==> src/rtl/moving_window_filter_if.sv <==
// Sample/result bundle for the moving window filter: strobes, mode and sample in; result and valid out.
interface moving_window_filter_if #(
  parameter int WIDTH      = 4,
  parameter int LOG2_DEPTH = 2
);
  logic                        enable;
  logic                        clear;
  logic [1:0]                  mode;
  logic [WIDTH-1:0]            x;
  logic [WIDTH+LOG2_DEPTH-1:0] y;
  logic                        y_valid;

  modport master (output enable, clear, mode, x, input y, y_valid);
  modport slave  (input enable, clear, mode, x, output y, y_valid);
endinterface

==> src/rtl/moving_window_filter.sv <==
// DEPTH-entry circular sample window with a registered pass/sum/average/delay output
// and a valid flag that waits for a full window in the windowed modes.
module moving_window_filter #(
  parameter int WIDTH      = 4,
  parameter int DEPTH      = 4,
  parameter int LOG2_DEPTH = 2
) (
  input logic                    clk,
  input logic                    reset,
  moving_window_filter_if.slave  bus
);
  localparam int SW = WIDTH + LOG2_DEPTH;

  typedef enum logic {FILLING = 1'b0, FULL = 1'b1} state_t;

  state_t                  state_reg, state_next;
  logic [WIDTH-1:0]        buf_reg [DEPTH];
  logic [LOG2_DEPTH-1:0]   wr_ptr_reg;
  logic [LOG2_DEPTH-1:0]   fill_reg;
  logic [SW-1:0]           sum_reg;
  logic [SW-1:0]           sum_next;
  logic [SW-1:0]           y_reg, y_next;
  logic                    y_valid_reg, y_valid_next;
  logic                    accept;
  logic                    window_full;
  logic [WIDTH-1:0]        old_sample;
  logic [DEPTH-1:0]        we_vec;

  assign accept     = bus.enable & ~bus.clear;
  assign old_sample = buf_reg[wr_ptr_reg];
  // Running sum stays exact: the evicted sample is always part of the current sum.
  assign sum_next   = sum_reg + SW'(bus.x) - SW'(old_sample);

  generate
    for (genvar gi = 0; gi < DEPTH; gi++) begin : g_we
      assign we_vec[gi] = accept && (wr_ptr_reg == LOG2_DEPTH'(gi));
    end
  endgenerate

  always_ff @(posedge clk or negedge reset) begin
    if (!reset) begin
      for (int i = 0; i < DEPTH; i++) buf_reg[i] <= '0;
    end else if (bus.clear) begin
      for (int i = 0; i < DEPTH; i++) buf_reg[i] <= '0;
    end else begin
      for (int i = 0; i < DEPTH; i++)
        if (we_vec[i]) buf_reg[i] <= bus.x;
    end
  end

  // Fill state machine: state register
  always_ff @(posedge clk or negedge reset) begin
    if (!reset) state_reg <= FILLING;
    else        state_reg <= state_next;
  end

  // Fill state machine: next state
  always_comb begin
    state_next = state_reg;
    if (bus.clear)
      state_next = FILLING;
    else if (accept && state_reg == FILLING && fill_reg == LOG2_DEPTH'(DEPTH - 1))
      state_next = FULL;
  end

  // Fill state machine: outputs (valid as of the edge being evaluated)
  always_comb begin
    window_full = (state_next == FULL);
  end

  always_comb begin
    y_next       = y_reg;
    y_valid_next = y_valid_reg;
    if (accept) begin
      unique case (bus.mode)
        2'b00:   y_next = SW'(bus.x);
        2'b01:   y_next = sum_next;
        2'b10:   y_next = sum_next >> LOG2_DEPTH;
        default: y_next = SW'(old_sample);
      endcase
      y_valid_next = (bus.mode == 2'b00) ? 1'b1 : window_full;
    end
  end

  // fill_reg only counts while FILLING; its wrap coincides with the move to FULL.
  always_ff @(posedge clk or negedge reset) begin
    if (!reset) begin
      wr_ptr_reg  <= '0;
      fill_reg    <= '0;
      sum_reg     <= '0;
      y_reg       <= '0;
      y_valid_reg <= 1'b0;
    end else if (bus.clear) begin
      wr_ptr_reg  <= '0;
      fill_reg    <= '0;
      sum_reg     <= '0;
      y_reg       <= '0;
      y_valid_reg <= 1'b0;
    end else begin
      if (accept) begin
        wr_ptr_reg <= wr_ptr_reg + 1'b1;
        sum_reg    <= sum_next;
        if (state_reg == FILLING) fill_reg <= fill_reg + 1'b1;
      end
      y_reg       <= y_next;
      y_valid_reg <= y_valid_next;
    end
  end

  assign bus.y       = y_reg;
  assign bus.y_valid = y_valid_reg;
endmodule

==> src/flat_wrapper.sv <==
// flat-port wrapper written by rule: the top's interface ports become plain ports
module moving_window_filter_flat 
#(
  parameter int WIDTH      = 4,
  parameter int DEPTH      = 4,
  parameter int LOG2_DEPTH = 2
)
  (clk, reset, bus_enable, bus_clear, bus_mode, bus_x, bus_y, bus_y_valid);
  moving_window_filter_if #(.WIDTH(WIDTH), .LOG2_DEPTH(LOG2_DEPTH)) bus_i ();
  input logic clk;
  input logic reset;
  input wire logic [$bits(bus_i.enable)-1:0] bus_enable;
  input wire logic [$bits(bus_i.clear)-1:0] bus_clear;
  input wire logic [$bits(bus_i.mode)-1:0] bus_mode;
  input wire logic [$bits(bus_i.x)-1:0] bus_x;
  output wire logic [$bits(bus_i.y)-1:0] bus_y;
  output wire logic [$bits(bus_i.y_valid)-1:0] bus_y_valid;
  assign bus_i.enable = bus_enable;
  assign bus_i.clear = bus_clear;
  assign bus_i.mode = bus_mode;
  assign bus_i.x = bus_x;
  assign bus_y = bus_i.y;
  assign bus_y_valid = bus_i.y_valid;
  moving_window_filter #(.WIDTH(WIDTH), .DEPTH(DEPTH), .LOG2_DEPTH(LOG2_DEPTH)) u_core (.clk(clk), .reset(reset), .bus(bus_i));
endmodule
==> config.mk <==
export PLATFORM = sky130hd
export DESIGN_NAME = moving_window_filter_flat
export DESIGN_NICKNAME = d
export VERILOG_FILES = /design/src/rtl/moving_window_filter_if.sv /design/src/rtl/moving_window_filter.sv /design/src/flat_wrapper.sv
export SDC_FILE = /design/constraint.sdc
export NUM_CORES = 1
export LEC_CHECK = 0
export ABC_AREA = 0
export CELL_PAD_IN_SITES_DETAIL_PLACEMENT = 0
export CELL_PAD_IN_SITES_GLOBAL_PLACEMENT = 1
export CORE_MARGIN = 3
export CORE_UTILIZATION = 36
export DETAILED_ROUTE_END_ITERATION = 16
export GPL_ROUTABILITY_DRIVEN = 0
export PLACE_DENSITY = 0.74
export SLEW_MARGIN = 10
export SYNTH_ARGS = -nofsm -noshare
export SYNTH_HDL_FRONTEND = slang
export SYNTH_SLANG_ARGS = --single-unit
export TNS_END_PERCENT = 50
==> constraint.sdc <==
create_clock -name clk -period 3.76 [get_ports clk]
set_input_delay 1.128 -clock clk [delete_from_list [all_inputs] [get_ports clk]]
set_output_delay 1.128 -clock clk [all_outputs]
set_load 0.02 [all_outputs]
==> impl_metrics.toml <==
[run_status]
status = "complete, no violations"

[critical_path]
cp.buffers_inverters = 3
critPathLaunchType = "input port"
cp-end-kind = "flip-flop"
cp_top_family = "adder cells"
cp_common_cell = "inv_1"
worst_path_largest_cell_delay_ns = 0.59
crit_required_ns = 3.93
cp_cell_sequence = "clkdlybuf4s50_1, inv_1, fa_1, inv_1, ha_1, a211oi_1, nor2_1, xor2_1, a211o_1, a32o_1"
crit_fanout = 3
criticalPathCategory = "in2reg"
arrival_ns = 3.72
crit_path_top_delay_cell = "fa_1"

[sta]
layout_worst_path_cycle_share_pct = 94.2
hold_viol_final = 0
relSlewSlack_pct = 62.6
whs_ns = 0.505
worstMarginPinSlew_ns = 0.560
rsz0062_at_grt = "false"
clock_skew_ns = 0.00841
slew_violations = 0
fmax_ghz = 0.282
setup_viol = 0
period_needed_ns = 3.54

[global_routing]
antenna_found_initial = 0
grt_use_total_pct = 14.5
grt_pass1_vias = 1529
grt_overflow = 0
grt_pass1_wl_um = 7390
grt_max_degree = 40

[route]
antenna_left = 0
post_drt_wl_per_cell_um = 14.2
drc = 0
vias = 1510
vias_per_cell = 5.03
drt_iter0_markers = 84
drt-pass1-iter-count = 4
wl_um = 4250

[clock_tree]
clock-sinks = 34
ctsHtreeMaxLevel = 2
cts_buffers = 5
holdBufCountCts = 0
clk-insertion-delay-late_ns = 0.29
cts_resized = 0
clockBufferDepth = 2
clkTransAtPathRegs_ns = 0.07
clock_tree.root_cell = "clkbuf_8"
postCtsSetupRepairBufs = 0
cts_tree = "done"

[power_and_ir_drop]
seqPwrFrac_pct = 37.0
p_per_area_mw_per_mm2 = 493
p_switching_w = 0.000397
switching_share_pct = 33.9
p_comb_share_pct = 38.6
ir_worst_vdd_v = 0.000267
leakagePower_nw = 1.09
p_total_w = 0.00117
clkPwrFrac_pct = 24.3
p_int_w = 0.000772

[floorplan]
fp.dieW_um = 81.0
start_util_pct = 38.4
io_pins = 17
die-height_um = 81.0
coreArea_mm2 = 0.00527
dieArea_mm2 = 0.00656
fp-row-count = 26

[place]
numPortBuffers = 16
dpl_cell_area_mm2 = 0.00228
dp.cells = 292
place_hpwl_um = 3020

[synth]
syn-cell-area_mm2 = 0.00202
seq_area_frac_synth_pct = 42.1
ys_async_sr_fraction_pct = 100
synth_edf_count = 0
ys_types = 33
syn_nets = 229
synth.avg_cell_area_um2 = 9.92
ys.flop_type = "dfrtp_1"
ys_ff_latch = 34
synth_cells = 204
yosys_warnings = 0

[finish]
layout_common_cells = "dfrtp_1, nor2_1, nand2_1"
antenna_cells = 0
layout.cells.most_common = "dfrtp_1"
area_delta_synth_final_pct = 17.3
largest_register_ffs = 16
final_util_pct = 45.0
nets = 254
layout.cells.non_filler = 300
register_area_um2 = 851
fillCellCount = 508
multi_input_area_mm2 = 0.00102
final_area_mm2 = 0.00237
drive_gt1_share_pct = 9.13

[worst_hold_path]
hold_class = "reg2reg"

[flow_run]
drv_cap = 0
[final timing paths]
path,start,slack [ns],cells after the start,end
worst max-delay path,bus_x[1],0.22,10,u_core.bus.y[1]
worst min-delay path,u_core.bus.y[1],0.50,1,u_core.bus.y[1]
worst max register to register,u_core.wr_ptr_reg[0],0.51,9,u_core.bus.y[1]
worst min register to register,u_core.bus.y[1],0.50,1,u_core.bus.y[1]
max in group asynchronous,reset,2.19,2,u_core.bus.y[1]
min in group asynchronous,reset,1.25,2,u_core.buf_reg[13]
[layout make-up]
type / instances / share of cell area, %
Clock buffer: 6 / 3.48
Clock inverter: 2 / 0.527
Inverter: 19 / 3.00
Multi-Input combinational cell: 141 / 42.9
Sequential cell: 34 / 35.8
Tap cell: 70 / 3.69
Timing Repair Buffer: 28 / 10.5
[power by group through the flow]
stage,combinational [W],sequential [W],clock (W)
2_1_floorplan,0.000294,0.000447,0
6_report,0.000451,0.000433,0.000285
5_1_grt,0.000514,0.000438,0.000310
3_3_place_gp,0.000453,0.000439,0
4_1_cts,0.000460,0.000433,0.000295
3_5_place_dp,0.000459,0.000440,0
[synthesized netlist by cell type, drive strengths merged (2+ instances only)]
master  instances  share of area [%]
dfrtp          34                 42
nand2          22                4.1
nor2           22                4.1
a21oi          20                4.9
inv            19                3.5
nand3          18                4.5
ha             11                6.8
mux2i           8                4.0
clkbuf          7                2.8
mux4            5                6.3
xnor2           5                2.2
fa              4                4.0
a32o            3                1.5
buf             3                1.3
nor2b           3               0.93
a211o           2               0.87
a211oi          2               0.74
nand2b          2               0.62
o21ai           2               0.49
xor2            2               0.87
[worst reg2reg max path, delay by kind of cell, from the launching register on]
family | cells | cell delay, ns
flip-flops | 1 | 0.52
AND/OR/NAND/NOR | 1 | 0.10
multiplexers | 1 | 0.66
adder cells (fa/ha/maj) | 2 | 0.84
AO/OA/AOI/OAI | 3 | 0.81
XOR/XNOR | 1 | 0.17
buffers and inverters | 1 | 0.06
[kinds of logic after synthesis]
logic type / after synthesis / synth area share (%)
AO/OA/AOI/OAI: 35 / 10.9
XOR/XNOR: 7 / 3.03
adder cells (fa/ha/maj): 15 / 10.8
buffers and inverters: 29 / 7.61
flip-flops: 34 / 42.1
multiplexers: 13 / 10.3
AND/OR/NAND/NOR: 71 / 15.4
[routing by layer]
layer | vias to the layer above | routed length, um | GRT usage [%]
li1 | 751 | - | -
met1 | 737 | 2150 | 20.5
met2 | 18 | 1940 | 22.2
met3 | 4 | 128 | 2.88
met4 | 0 | 36 | 4.56
met5 | - | 0 | 0
[metrics by stage]
| stage | setup slack, ns | TNS, ns |
|---|---|---|
| after floorplan | 0.561 | 0 |
| after global placement | -0.0779 | -0.0954 |
| after detailed placement | -0.107 | -0.175 |
| after CTS | 0.196 | 0 |
| after global routing | 0.0304 | 0 |
| final | 0.216 | 0 |
Note: power is estimated with default switching activity, not from simulation.
